[src/rtl/cpu_defs_pkg.sv]
// Shared CPU datapath definitions: register-file geometry and the write
// request record used between the writeback arbiter and its external queue.
package cpu_defs_pkg;

  localparam int REG_ADDR_W              = 4;
  localparam int DATA_W                  = 32;
  localparam int RF_STARVE_LIMIT_DEFAULT = 8;

  typedef struct packed {
    logic                  valid;
    logic [REG_ADDR_W-1:0] addr;
    logic [DATA_W-1:0]     data;
  } rf_wr_t;

endpackage

[src/rtl/rf_ext_fifo.sv]
// Circular queue of pending external register writes. Each slot carries its
// own valid bit so stale entries can be cancelled in place by address match.
module rf_ext_fifo
  import cpu_defs_pkg::*;
#(
  parameter int DEPTH = 4
) (
  input  logic                      clk,
  input  logic                      rst_n,
  input  logic                      push,
  input  rf_wr_t                    push_ent,
  input  logic                      pop,
  input  logic                      cancel_en,
  input  logic [REG_ADDR_W-1:0]     cancel_addr,
  output rf_wr_t                    head,
  output logic                      any_valid,
  output logic                      cancel_hit,
  output logic [$clog2(DEPTH):0]    count
);

  localparam int PTR_W = $clog2(DEPTH);
  localparam int CNT_W = PTR_W + 1;

  logic [PTR_W-1:0]      rd_ptr;
  logic [PTR_W-1:0]      wr_ptr;
  logic [DEPTH-1:0]      vld;
  logic [DEPTH-1:0]      vld_nxt;
  logic [DEPTH-1:0]      hit;
  logic [REG_ADDR_W-1:0] addr_q [DEPTH];
  logic [DATA_W-1:0]     data_q [DEPTH];

  // Cancellation only sees registered slots, so a same-cycle push survives.
  always_comb begin
    hit = '0;
    for (int i = 0; i < DEPTH; i++) begin
      hit[i] = cancel_en && vld[i] && (addr_q[i] == cancel_addr);
    end
    vld_nxt = vld & ~hit;
    if (pop)  vld_nxt[rd_ptr] = 1'b0;
    if (push) vld_nxt[wr_ptr] = 1'b1;
  end

  assign cancel_hit = |hit;
  assign any_valid  = |vld;
  assign head.valid = vld[rd_ptr];
  assign head.addr  = addr_q[rd_ptr];
  assign head.data  = data_q[rd_ptr];

  always_ff @(posedge clk or negedge rst_n) begin
    if (!rst_n) begin
      rd_ptr <= '0;
      wr_ptr <= '0;
      vld    <= '0;
      count  <= '0;
    end else begin
      vld <= vld_nxt;
      if (push) wr_ptr <= wr_ptr + 1'b1;
      if (pop)  rd_ptr <= rd_ptr + 1'b1;
      case ({push, pop})
        2'b10:   count <= count + CNT_W'(1);
        2'b01:   count <= count - CNT_W'(1);
        default: count <= count;
      endcase
    end
  end

  always_ff @(posedge clk) begin
    if (push) begin
      addr_q[wr_ptr] <= push_ent.addr;
      data_q[wr_ptr] <= push_ent.data;
    end
  end

endmodule

[src/rtl/rf_wport_arbiter.sv]
// Register-file write-port arbiter: writeback has absolute priority, queued
// external writes fill idle slots, with starvation stall and drained-halt status.
module rf_wport_arbiter
  import cpu_defs_pkg::*;
#(
  parameter int DEPTH        = 4,
  parameter int STARVE_LIMIT = RF_STARVE_LIMIT_DEFAULT
) (
  input  logic                      clk,
  input  logic                      rst_n,
  input  logic                      wb_we,
  input  logic [REG_ADDR_W-1:0]     wb_waddr,
  input  logic [DATA_W-1:0]         wb_wdata,
  input  logic                      wb_halted,
  input  logic                      ext_valid,
  output logic                      ext_ready,
  input  logic [REG_ADDR_W-1:0]     ext_waddr,
  input  logic [DATA_W-1:0]         ext_wdata,
  output logic                      rf_we,
  output logic [REG_ADDR_W-1:0]     rf_waddr,
  output logic [DATA_W-1:0]         rf_wdata,
  output logic                      stall_req,
  output logic                      ext_dropped,
  output logic [$clog2(DEPTH):0]    fifo_count,
  output logic                      halted
);

  localparam int CNT_W = $clog2(DEPTH) + 1;
  localparam int SC_W  = $clog2(STARVE_LIMIT + 1);

  rf_wr_t          push_ent;
  rf_wr_t          head;
  logic            push;
  logic            pop;
  logic            present;
  logic            head_write;
  logic            blocked;
  logic            any_valid;
  logic            cancel_hit;
  logic            halt_seen;
  logic            stall_set;
  logic [SC_W-1:0] starve_cnt;

  assign ext_ready = (fifo_count < CNT_W'(DEPTH));
  assign push      = ext_valid && ext_ready;
  assign push_ent  = '{valid: 1'b1, addr: ext_waddr, data: ext_wdata};

  assign present    = (fifo_count != '0);
  assign head_write = !wb_we && present && head.valid;
  assign blocked    = wb_we && present && head.valid;
  // Cancelled heads are retired silently even while WB owns the port.
  assign pop        = present && (!head.valid || head_write);

  rf_ext_fifo #(.DEPTH(DEPTH)) u_fifo (
    .clk         (clk),
    .rst_n       (rst_n),
    .push        (push),
    .push_ent    (push_ent),
    .pop         (pop),
    .cancel_en   (wb_we),
    .cancel_addr (wb_waddr),
    .head        (head),
    .any_valid   (any_valid),
    .cancel_hit  (cancel_hit),
    .count       (fifo_count)
  );

  always_comb begin
    rf_we    = 1'b0;
    rf_waddr = wb_waddr;
    rf_wdata = '0;
    if (wb_we) begin
      rf_we    = 1'b1;
      rf_wdata = wb_wdata;
    end else if (head_write) begin
      rf_we    = 1'b1;
      rf_waddr = head.addr;
      rf_wdata = head.data;
    end
    rf_we = rf_we && rst_n;
  end

  // Registered stall: arm one cycle early so it is visible on blocked cycle STARVE_LIMIT.
  assign stall_set = blocked && ((int'(starve_cnt) + 1) >= (STARVE_LIMIT - 1));

  always_ff @(posedge clk or negedge rst_n) begin
    if (!rst_n) begin
      starve_cnt  <= '0;
      stall_req   <= 1'b0;
      ext_dropped <= 1'b0;
      halt_seen   <= 1'b0;
    end else begin
      ext_dropped <= cancel_hit;
      if (wb_halted) halt_seen <= 1'b1;
      if (head_write || !any_valid) begin
        starve_cnt <= '0;
        stall_req  <= 1'b0;
      end else if (blocked) begin
        if (starve_cnt != SC_W'(STARVE_LIMIT)) starve_cnt <= starve_cnt + 1'b1;
        if (stall_set) stall_req <= 1'b1;
      end
    end
  end

  assign halted = halt_seen && !present && !ext_valid;

endmodule

[config.mk]
export PLATFORM = sky130hd
export DESIGN_NAME = rf_wport_arbiter
export DESIGN_NICKNAME = d
export VERILOG_FILES = /design/src/rtl/cpu_defs_pkg.sv /design/src/rtl/rf_ext_fifo.sv /design/src/rtl/rf_wport_arbiter.sv
export SDC_FILE = /design/constraint.sdc
export NUM_CORES = 1
export LEC_CHECK = 0
export ABC_CLOCK_PERIOD_IN_PS = 3700
export CAP_MARGIN = 20
export CORE_MARGIN = 4
export CORE_UTILIZATION = 40
export CTS_CLUSTER_SIZE = 14
export DETAILED_ROUTE_END_ITERATION = 8
export PLACE_DENSITY = 0.63
export SYNTH_ARGS = -nofsm -noshare
export SYNTH_HDL_FRONTEND = slang
export SYNTH_SLANG_ARGS = --single-unit
[constraint.sdc]
create_clock -name clk -period 3.7 [get_ports clk]
set_input_delay 0.37 -clock clk [delete_from_list [all_inputs] [get_ports clk]]
set_output_delay 0.37 -clock clk [all_outputs]
set_load 0.005 [all_outputs]
# ---- Word-level counts from Yosys, hierarchy flattened
# Memory sizes are Yosys's and may differ from the RTL's.
# Cells that the tools add are included.
dict set report classes {
  add_sub_neg 6
  n_lt_le_gt_ge 6
  n_eq_ne 7
  muxes 23
  bitwise 5
  reduce_logical 36
}
# op n
set ops {}
lappend ops {{$mux W32} 2}
lappend ops {{$mux W4} 7}
lappend ops {{$logic_and A1 B1 Y1} 20}
lappend ops {{$eq A4 B4 Y1} 4}
lappend ops {{$mux W1} 10}
lappend ops {{$and A4 B4 Y4} 2}
lappend ops {{$not A4 Y4} 2}
lappend ops {{$reduce_bool A2 Y1} 4}
lappend ops {{$reduce_or A4 Y1} 2}
lappend ops {{$lt A2 B3 Y1 const B} 2}
lappend ops {{$pmux W3 S2} 1}
lappend ops {{$add A4 B1 Y5 const B} 1}
lappend ops {{$ge A5 B3 Y1 const B} 1}
lappend ops {{$logic_not A1 Y1} 5}
lappend ops {{$add A2 B1 Y2 const B} 2}
lappend ops {{$add A4 B1 Y4 const B} 1}
lappend ops {{$demux W1 S2} 2}
lappend ops {{$ge A2 B1 Y1 const B} 2}
lappend ops {{$ne A4 B4 Y1 const B} 1}
lappend ops {{$or A4 B4 Y4} 1}
lappend ops {{$reduce_and A2 Y1} 2}
lappend ops {{$add A3 B1 Y3 const B} 1}
lappend ops {{$lt A3 B3 Y1 const B} 1}
lappend ops {{$reduce_bool A3 Y1} 1}
lappend ops {{5 further kinds} 6}
dict set report word_totals {
  register_bits 18
  mem_bits_rw 144
  wordCells 93
  mem_count 2
}
# memory words word_bits rd rd_clocked_by_memory_dff wr line_no
set mem_list {}
lappend mem_list {u_fifo.data_q 4 32 1 0 1 rf_ext_fifo.sv:30} ;# logic [DATA_W-1:0] data_q [DEPTH];
lappend mem_list {u_fifo.addr_q 4 4 5 0 1 rf_ext_fifo.sv:29} ;# logic [REG_ADDR_W-1:0] addr_q [DEPTH];

# ---- Longest topological paths before layout
# Gate-level depths: netlist of the first run.
dict set report logic_depth {
  depth_word 9
  depth_mapped 9
}

# ---- Modules after synthesis
# From an unflattened synthesis of the first run, not the netlist that was laid out.
dict set report unflattened {
  cells_unflattened 361
  hier_area_um2 6846.6
}
# module instances cells_each area_each_um2 seq_area_each_um2
set by_module_without_submodules {}
lappend by_module_without_submodules {rf_ext_fifo 1 272 5997.0 4599.4}
lappend by_module_without_submodules {rf_wport_arbiter 1 89 849.6 175.2}

# ---- Worst setup path after synthesis of the first run
# No wires, ideal clock.
dict set report synth_path {
  path_type {register to register}
  from {register u_fifo.rd_ptr[1]}
  to {register u_fifo.count[2]}
  arrival_ns 2.199
  t_required_ns 3.620
  path_slack_ns 1.421
  stages_incl_launch_ff 9
  path_buffers 0
  period_less_slack_ns 2.279
  cell_sequence {dfrtp_1 > mux4_2 > a21oi_2 > ha_1 > inv_1 > fa_1 > xor2_1 > nor2_1 > xnor2_1}
}
dict set report synth_via {
  elab_chain_cells 7
  word_cells_on_any_way 10
  cone_classes {2 x eq/ne; 3 x mux; 5 x reduce/logical}
}
# element line_no
set synth_lines {}
lappend synth_lines {{start: declaration} rf_ext_fifo.sv:24} ;# logic [PTR_W-1:0] rd_ptr;
lappend synth_lines {{start signal: assignment} rf_ext_fifo.sv:58} ;# if (pop) rd_ptr <= rd_ptr + 1'b1;
lappend synth_lines {{$bmux W1 S2 (*)} rf_ext_fifo.sv:45} ;# assign head.valid = vld[rd_ptr];
lappend synth_lines {{$mux W1 (implied by the code) (*)} rf_ext_fifo.sv:45}
lappend synth_lines {{$logic_not A1 Y1 / $logic_and A1 B1 Y1 (equally long branches)} {rf_wport_arbiter.sv:52, rf_wport_arbiter.sv:49}}
lappend synth_lines {{$logic_or A1 B1 Y1 (*)} rf_wport_arbiter.sv:52} ;# assign pop = present && (!head.valid || head_write);
lappend synth_lines {{$logic_and A1 B1 Y1 (*)} rf_wport_arbiter.sv:52}
lappend synth_lines {{$eq A2 B1 Y1 / $eq A2 B2 Y1 (equally long branches)} rf_ext_fifo.sv:59} ;# case ({push, pop})
lappend synth_lines {{$pmux W3 S2 / $reduce_bool A2 Y1 (equally long branches)} -}
lappend synth_lines {{end signal: assignment} rf_ext_fifo.sv:60} ;# 2'b10: count <= count + CNT_W'(1);
lappend synth_lines {{end signal: assignment} rf_ext_fifo.sv:61} ;# 2'b01: count <= count - CNT_W'(1);
lappend synth_lines {{end signal: assignment} rf_ext_fifo.sv:62} ;# default: count <= count;
lappend synth_lines {{end: declaration} rf_ext_fifo.sv:18} ;# output logic [$clog2(DEPTH):0] count
# Mark *: on every way between the ends. The rest lies on a longest branch, timed or not. The select of a mux whose other input is x is not followed.
# A chain may end at the register's enable or synchronous reset.

# ---- Worst setup path in the final report of the first run
dict set report layout_path {
  from {register u_fifo.vld[3]}
  to {output port rf_waddr[3]}
}
dict set report layout_via {
  elab_chain_cells 5
}
# element line_no
set layout_lines {}
lappend layout_lines {{start: declaration} rf_ext_fifo.sv:26} ;# logic [DEPTH-1:0] vld;
lappend layout_lines {{start signal: assignment} rf_ext_fifo.sv:56} ;# vld <= vld_nxt;
lappend layout_lines {{$bmux W1 S2} rf_ext_fifo.sv:45}
lappend layout_lines {{$mux W1 (implied by the code)} rf_ext_fifo.sv:45}
lappend layout_lines {{$logic_and A1 B1 Y1} rf_wport_arbiter.sv:49} ;# assign head_write = !wb_we && present && head.valid;
lappend layout_lines {{$mux W4} rf_wport_arbiter.sv:75} ;# end else if (head_write) begin
lappend layout_lines {{$mux W4} rf_wport_arbiter.sv:72} ;# if (wb_we) begin
lappend layout_lines {{end: declaration} rf_wport_arbiter.sv:20} ;# output logic [REG_ADDR_W-1:0] rf_waddr,
# Every way passes these cells. The select of a mux whose other input is x is not followed.

==> impl_summary.log, run 1 <==
INFO  metric outcome = completed
INFO  metric global_route.overflow_total = 0
INFO  metric yosys.cell_count.top_type = sky130_fd_sc_hd__edfxtp_1
INFO  metric synth_nets = 520
INFO  metric crit_path_start_kind = flip-flop
INFO  metric grt_first_pass_wirelength = 22.9 mm
INFO  metric worst-path-max-fanout = 39
INFO  metric drtAntennaViolNets = 0
INFO  metric detail_route.first_pass.iterations = 4
INFO  metric netlist-cell-type-count = 45
INFO  metric flow.area_growth_from_synthesis = 30.2%
INFO  metric yosys_most_used_dff = sky130_fd_sc_hd__edfxtp_1
INFO  metric clock_tree.root_cell = sky130_fd_sc_hd__clkbuf_16
INFO  metric worstPathArrival = 2.74 ns
INFO  metric gp_routability_congestion = 0.796
INFO  metric post-route-cell-area = 9040 um^2
INFO  metric p_int = 4.49 mW
INFO  metric antenna_found_initial = 0
INFO  metric drt_drc_violations_left = 0
INFO  metric setup.worst_path.class = flip-flop to output port
INFO  metric final_hold_viol_count = 0
INFO  metric slew_headroom = 35.1%
INFO  metric cts_num_sinks = 162
INFO  metric min_period = 3.11 ns
INFO  metric clock_tree.htree_level_count = 4
INFO  metric timing.final.setup_violations = 0
INFO  metric fp.dieArea = 19500 um^2
INFO  metric place.port_buffers = 120
INFO  metric fillerInstances = 1420
INFO  metric cts_tree = done
INFO  metric number_of_gates_resized_after_cts = 0
INFO  metric drt_iter0_drc = 280
INFO  metric clock_power_share = 29.5%
INFO  metric dr_total_vias = 4011
INFO  metric grt_start_max_net_pins = 46
INFO  metric synth-seq-cells = 162
INFO  metric first_global_vias = 4233
INFO  metric power.density_cell_area = 695 nW/um^2
INFO  metric synth_largest_area_cell = sky130_fd_sc_hd__edfxtp_1
INFO  metric finalSetupTns = 0 ns
INFO  metric postCtsSetupRepairBufs = 0
INFO  metric power.switching = 1.78 mW
INFO  metric synth.top_cell.area_share = 62.3%
INFO  metric synth_sequential_area_ratio = 68.8%
INFO  metric mappedNetlistArea = 6940 um^2
INFO  metric cts_inserted_buffers = 17
INFO  metric grtUsageTotal = 15.3%
INFO  metric antenna_diode_count = 0
INFO  metric placement.cell_area = 8410 um^2
INFO  metric timing_worst_slew_pin_value = 0.961 ns
INFO  metric clkTransAtPathRegs = 0.06 ns
INFO  metric fp.dieH = 140 um
INFO  metric placement_rows = 47
INFO  metric post_synth_inst_count = 430
INFO  metric worst_setup_path_end_kind = output port
INFO  metric combinationalPowerShare = 32.0%
INFO  metric ctsLongestPathBuffers = 2
INFO  metric synth_area_per_cell = 16.1 um^2
INFO  metric ys_async_sr_fraction = 11.1%
INFO  metric fin_worst_skew = 0.00948 ns
INFO  metric wire_per_inst = 18.5 um
INFO  metric layout-drive-gt1-share = 15.7%
INFO  metric final.period_utilization = 84.0%
INFO  metric core_area = 16800 um^2
INFO  metric totalWireLength = 14.5 mm
INFO  metric hold_buffers = 0
INFO  metric insertion_delay = 0.41 ns
INFO  metric viasPerCell = 5.09
INFO  metric power.share.switching = 28.4%
INFO  metric timing.critical_path.required = 3.33 ns
INFO  metric post_synth_main_area_contributors = sky130_fd_sc_hd__edfxtp_1 62%, sky130_fd_sc_hd__mux4_2 12%, sky130_fd_sc_hd__dfrtp_1 6.5%
INFO  metric netlist_top_cells_count = 144 x sky130_fd_sc_hd__edfxtp_1, 74 x sky130_fd_sc_hd__nand2_1, 37 x sky130_fd_sc_hd__mux4_2
INFO  metric timing.fmax = 322 MHz
INFO  metric nNetsFinal = 645
INFO  metric num_io_pins = 121
INFO  metric seq_power_share = 38.5%
INFO  metric setup_repair_after_global_routing_missed_its_margin = false
INFO  metric synth_warnings = 0
INFO  metric dp_hpwl = 9.47 mm
INFO  metric maximum_capacitance_violations = 0
INFO  metric dieWidth = 140 um
INFO  metric highest_ir_drop_seen_on_vdd = 443 uV
INFO  metric power_leakage = 3.11 nW
INFO  metric type_of_the_most_critical_hold_path = input port to asynchronous set/reset pin
INFO  metric finalMaxSlewViolations = 0
INFO  metric start_util = 41.3%
INFO  metric synth-edff-count = 144
[through the flow]
| step | cells | hold slack, ns | total power [mW] | setup WS [ns] | util (%) |
|---|---|---|---|---|---|
| floorplan | 430 | 0.0744 | 3.77 | 1.42 | - |
| global placement | 756 | 0.450 | 4.47 | 1.01 | 50.0 |
| detailed placement | 756 | 0.458 | 4.52 | 0.985 | 50.0 |
| CTS | 788 | 0.288 | 6.38 | 0.519 | 53.7 |
| global route | 788 | 0.328 | 6.65 | 0.412 | 53.7 |
| finish | 788 | 0.295 | 6.28 | 0.590 | 53.7 |
[final timing paths]
path                                     from               end  slack, ns  depth (start not counted)
worst max-delay path            u_fifo.vld[3]       rf_waddr[3]       0.59                          5
worst min-delay path                    rst_n   u_fifo.count[0]       0.30                          2
worst max register to register  u_fifo.vld[3]   u_fifo.count[2]       1.28                          8
worst min register to register      halt_seen         halt_seen       0.47                          1
max in group asynchronous               rst_n  u_fifo.rd_ptr[1]       3.18                          2
min in group clk                    halt_seen         halt_seen       0.47                          1
[worst max-delay path, cell delays in order, from the launching register on]
cell and delay [ns]:
sky130_fd_sc_hd__dfrtp_1 0.42, sky130_fd_sc_hd__mux4_2 0.51, sky130_fd_sc_hd__and2b_4 0.35, sky130_fd_sc_hd__nand2_2 0.22
sky130_fd_sc_hd__mux2_2 0.38, sky130_fd_sc_hd__clkdlybuf4s50_1 0.45
[power by group through the flow]
stage / clock network, mW / logic [mW] / registers [mW]
2_1_floorplan: 0 / 1.34 / 2.43
3_3_place_gp: 0 / 2.04 / 2.43
5_1_grt: 1.97 / 2.23 / 2.44
6_report: 1.85 / 2.01 / 2.42
4_1_cts: 1.89 / 2.07 / 2.42
3_5_place_dp: 0 / 2.06 / 2.46
[area by class of cell]
cell class,instances,area (um^2),share of cell area (%)
Clock inverter,12,188,2.08
Tap cell,220,275,3.05
Inverter,17,63.8,0.706
Sequential cell,162,4780,52.9
Timing Repair Buffer,128,1310,14.5
Clock buffer,20,437,4.83
Multi-Input combinational cell,229,1990,22.0
[sequential cells by signal, summed over array words and instances, names as in the netlist, 2 cells and up]
register	flops
u_fifo.data_q	128
starve_cnt	4
u_fifo.addr_q	16
u_fifo.rd_ptr	2
u_fifo.wr_ptr	2
u_fifo.count	3
u_fifo.vld	4
[cells in the final DEF (no fill, tap or decap), drive strengths merged, types with 2 or more instances in the layout]
cell,instances
o22ai,2
a21oi,2
bufinv,5
clkbuf,20
buf,9
and2,4
a31oi,2
ha,12
clkinv,5
nand4,3
clkdlybuf4s50,119
nand3,3
nor3,5
mux2,4
dfrtp,18
mux4,37
xnor2,9
nor2,6
nand2,76
edfxtp,144
inv,17
o21ai,34
clkinvlp,2
xor2,9
a31o,4
[per-layer routing]
| metal | routed length [um] | GRT usage, % |
|---|---|---|
| met4 | 196 | 4.64 |
| met1 | 6010 | 19.3 |
| met5 | 0 | 0 |
| met3 | 1090 | 5.35 |
| met2 | 7250 | 25.1 |
[cell families after synthesis]
logic type,Yosys count,share of synthesized area [%]
AOI/OAI and AO/OA,55,4.85
buffers and inverters,39,2.58
and+or+nand+nor,101,6.24
xor gates and xnor gates,18,2.27
muxes,42,12.8
DFF,162,68.8
adders and majority gates,13,2.45
Power figures use the tool's default switching activity.
==> run 2: changes to the inputs <==
--- a/config.mk
+++ b/config.mk
@@ -5,13 +5,13 @@
 export SDC_FILE = /design/constraint.sdc
 export NUM_CORES = 1
 export LEC_CHECK = 0
-export ABC_CLOCK_PERIOD_IN_PS = 3700
+export ABC_CLOCK_PERIOD_IN_PS = 2600
 export CAP_MARGIN = 20
 export CORE_MARGIN = 4
 export CORE_UTILIZATION = 40
 export CTS_CLUSTER_SIZE = 14
 export DETAILED_ROUTE_END_ITERATION = 8
-export PLACE_DENSITY = 0.63
+export PLACE_DENSITY = 0.66
 export SYNTH_ARGS = -nofsm -noshare
 export SYNTH_HDL_FRONTEND = slang
 export SYNTH_SLANG_ARGS = --single-unit
==> constraint.sdc (replaced) <==
create_clock -name clk -period 2.6 [get_ports clk]
set_input_delay 0.26 -clock clk [delete_from_list [all_inputs] [get_ports clk]]
set_output_delay 0.26 -clock clk [all_outputs]
set_load 0.005 [all_outputs]
==> run 2 against run 1 <==
  * Flip-flop and latch count stayed put
  * Cell area up 0.19%
  * Hold slack worse by 0.051 ns
  * Core utilization is 0.10 points higher
  * Critical path depth is 1 higher
  * Routed wire length down 1.3%
  * Global-route usage decreased by 0.29 points
  * Critical endpoint is now rf_wdata[1]
  * Largest cell class unchanged
==> impl_summary.log, run 2 (synthesis gave the netlist of run 1 again) <==
INFO  metric totalWireLength = 14.4 mm
INFO  metric final_cell_mix = 144 x sky130_fd_sc_hd__edfxtp_1, 83 x sky130_fd_sc_hd__clkdlybuf4s50_1, 74 x sky130_fd_sc_hd__nand2_1
INFO  metric min_period = 2.51 ns
INFO  metric clkTransAtPathRegs = 0.06 ns
INFO  metric viasPerCell = 5.07
INFO  metric slew_headroom = 32.9%
INFO  metric insertion_delay = 0.41 ns
INFO  metric drt_drc_violations_left = 0
INFO  metric wire_per_inst = 17.8 um
INFO  metric critical-path-slowest-cell = sky130_fd_sc_hd__mux4_2
INFO  metric cts_tree = done
INFO  metric final_hold_viol_count = 0
INFO  metric grt_first_pass_wirelength = 22.6 mm
INFO  metric largest_register_ff_count = 128
INFO  metric path_cells = mux4_2, and2b_4, buf_12, nand2_1, o21ai_1, clkdlybuf4s50_1
INFO  metric p_total = 8.63 mW
INFO  metric dr_total_vias = 4084
INFO  metric clock_tree.htree_level_count = 4
INFO  metric nNetsFinal = 663
INFO  metric type_of_the_most_critical_hold_path = input port to asynchronous set/reset pin
INFO  metric antenna_found_initial = 0
INFO  metric dp_slack = 0.291 ns
INFO  metric critical-path-max-stage-delay = 0.52 ns
INFO  metric fp.dieArea = 19500 um^2
INFO  metric regToRegSetupSlack = 0.31 ns
INFO  metric grtUsageTotal = 15.0%
INFO  metric dieWidth = 140 um
INFO  metric rr_startpoint = u_fifo.rd_ptr[1]
INFO  metric fin_worst_skew = 0.00700 ns
INFO  metric setup.worst_path.class = flip-flop to output port
INFO  metric global_route.overflow_total = 0
INFO  metric timing.critical_path.required = 2.34 ns
INFO  metric largest_registers = u_fifo.data_q: 128 flops, u_fifo.addr_q: 16 flops
INFO  metric post-route-worst-setup-slack = 0.0939 ns
INFO  metric drtAntennaViolNets = 0
INFO  metric power.switching = 2.58 mW
INFO  metric flow.area_growth_from_synthesis = 30.5%
INFO  metric placement_rows = 47
INFO  metric start_util = 41.3%
INFO  metric ff2ff_path_depth = 9
INFO  metric clock_tree.root_cell = sky130_fd_sc_hd__clkbuf_16
INFO  metric num_io_pins = 121
INFO  metric power.density_cell_area = 953 nW/um^2
INFO  metric core_area = 16800 um^2
INFO  metric finalMaxSlewViolations = 0
INFO  metric place.port_buffers = 120
INFO  metric highest_ir_drop_seen_on_vdd = 548 uV
INFO  metric timing.fmax = 399 MHz
INFO  metric power.share.switching = 29.8%
INFO  metric cts_inserted_buffers = 17
INFO  metric antenna_diode_count = 0
INFO  metric dp_hpwl = 9.57 mm
INFO  metric grt_start_max_net_pins = 48
INFO  metric worst_setup_path_end_kind = output port
INFO  metric cts_num_sinks = 162
INFO  metric layout-drive-gt1-share = 17.7%
INFO  metric drt_iter0_drc = 250
INFO  metric fillerInstances = 1405
INFO  metric combinationalPowerShare = 35.8%
INFO  metric timing_worst_slew_pin_value = 0.993 ns
INFO  metric outcome = completed
INFO  metric worstReg2RegEnd = u_fifo.count[2]
INFO  metric clock_power_share = 24.3%
INFO  metric gp_routability_congestion = 0.827
INFO  metric power_leakage = 3.31 nW
INFO  metric p_int = 6.06 mW
INFO  metric crit_path_start_kind = flip-flop
INFO  metric setup_repair_after_global_routing_missed_its_margin = true
INFO  metric ctsLongestPathBuffers = 2
INFO  metric fp.dieH = 140 um
INFO  metric maximum_capacitance_violations = 0
INFO  metric timing.final.setup_violations = 0
INFO  metric worstPathArrival = 2.25 ns
INFO  metric final.period_utilization = 96.4%
INFO  metric mostFrequentLayoutCell = sky130_fd_sc_hd__edfxtp_1
INFO  metric detail_route.first_pass.iterations = 4
INFO  metric registers.top_by_ff_count = u_fifo.data_q
INFO  metric worst-path-max-fanout = 12
INFO  metric seq_power_share = 39.9%
INFO  metric first_global_vias = 4301
-- run 2: cell types whose count changed in the layout (fill, tap and decap cells not counted), moves of 3 or more --
cell                              before  now
sky130_fd_sc_hd__clkdlybuf4s50_1     119   83
sky130_fd_sc_hd__o21ai_0              16   13
sky130_fd_sc_hd__bufinv_16             5    0
sky130_fd_sc_hd__o21ai_1              18   21
sky130_fd_sc_hd__buf_4                 4   19
sky130_fd_sc_hd__dlymetal6s2s_1        0    7
sky130_fd_sc_hd__dlygate4sd2_1         0   22
sky130_fd_sc_hd__clkinv_1              2    8
sky130_fd_sc_hd__clkdlybuf4s15_1       0    6
-- run 2: worst max path at each step --
| stage | startpoint | end | depth (start not counted) |
|---|---|---|---|
| 6_report | u_fifo.rd_ptr[1] | rf_wdata[1] | 6 |
| 3_3_place_gp | u_fifo.rd_ptr[1] | rf_waddr[0] | 4 |
| 2_1_floorplan | u_fifo.rd_ptr[1] | u_fifo.count[2] | 8 |
| 3_5_place_dp | u_fifo.rd_ptr[1] | rf_waddr[3] | 4 |
| 5_1_grt | u_fifo.rd_ptr[1] | rf_wdata[26] | 7 |
| 4_1_cts | u_fifo.rd_ptr[1] | rf_wdata[31] | 6 |
-- run 2: final cells by class --
cell class | count | area [um^2] | area share, %
Tap cell | 220 | 275 | 3.04
Inverter | 17 | 63.8 | 0.705
Multi-Input combinational cell | 229 | 2000 | 22.0
Sequential cell | 162 | 4780 | 52.8
Clock buffer | 18 | 429 | 4.74
Timing Repair Buffer | 146 | 1440 | 15.9
Clock inverter | 14 | 72.6 | 0.801
-- run 2: routing by layer --
metal  global-route usage (%)  wire, um  vias to the layer above
li1                         -         -                     1923
met1                     17.7      5750                     2010
met2                     26.5      7530                      129
met3                     3.57       795                       22
met4                     5.97       272                        0
met5                        0         0                        -
-- run 2: repair_timing --
item                                    CTS  global route
cloned                                    1             0
pin swaps                                 0             1
hold buffers                              0             0
gates resized for setup                  36            17
endpoints found under the hold margin     0             0
endpoints found under the setup margin   37             9
setup buffers                             3             4
-- run 2: through the flow --
step / hold slack (ns) / setup TNS [ns] / cells / util [%] / cell area [um^2]
2_1_floorplan: -0.0356 / 0 / 430 / - / 6940
3_3_place_gp: 0.446 / 0 / 767 / 50.4 / 8480
3_5_place_dp: 0.451 / 0 / 767 / 50.4 / 8480
4_1_cts: 0.237 / 0 / 803 / 53.7 / 9030
5_1_grt: 0.260 / -0.0221 / 806 / 53.8 / 9050
6_report: 0.244 / 0 / 806 / 53.8 / 9050
-- run 2: critical path: cells and delay by family, from the launching register on --
kind            cells  cell delay [ns]
flops               1             0.39
mux                 1             0.52
compound gates      1             0.05
simple gates        2             0.28
buf+inv             2             0.59
-- run 2: power groups by stage --
stage | clock (mW) | combinational (mW) | sequential [mW]
6_report | 2.10 | 3.09 | 3.44
5_1_grt | 2.28 | 3.38 | 3.48
4_1_cts | 2.15 | 3.17 | 3.45
3_5_place_dp | 0 | 3.01 | 3.50
3_3_place_gp | 0 | 2.96 | 3.47
2_1_floorplan | 0 | 1.91 | 3.46
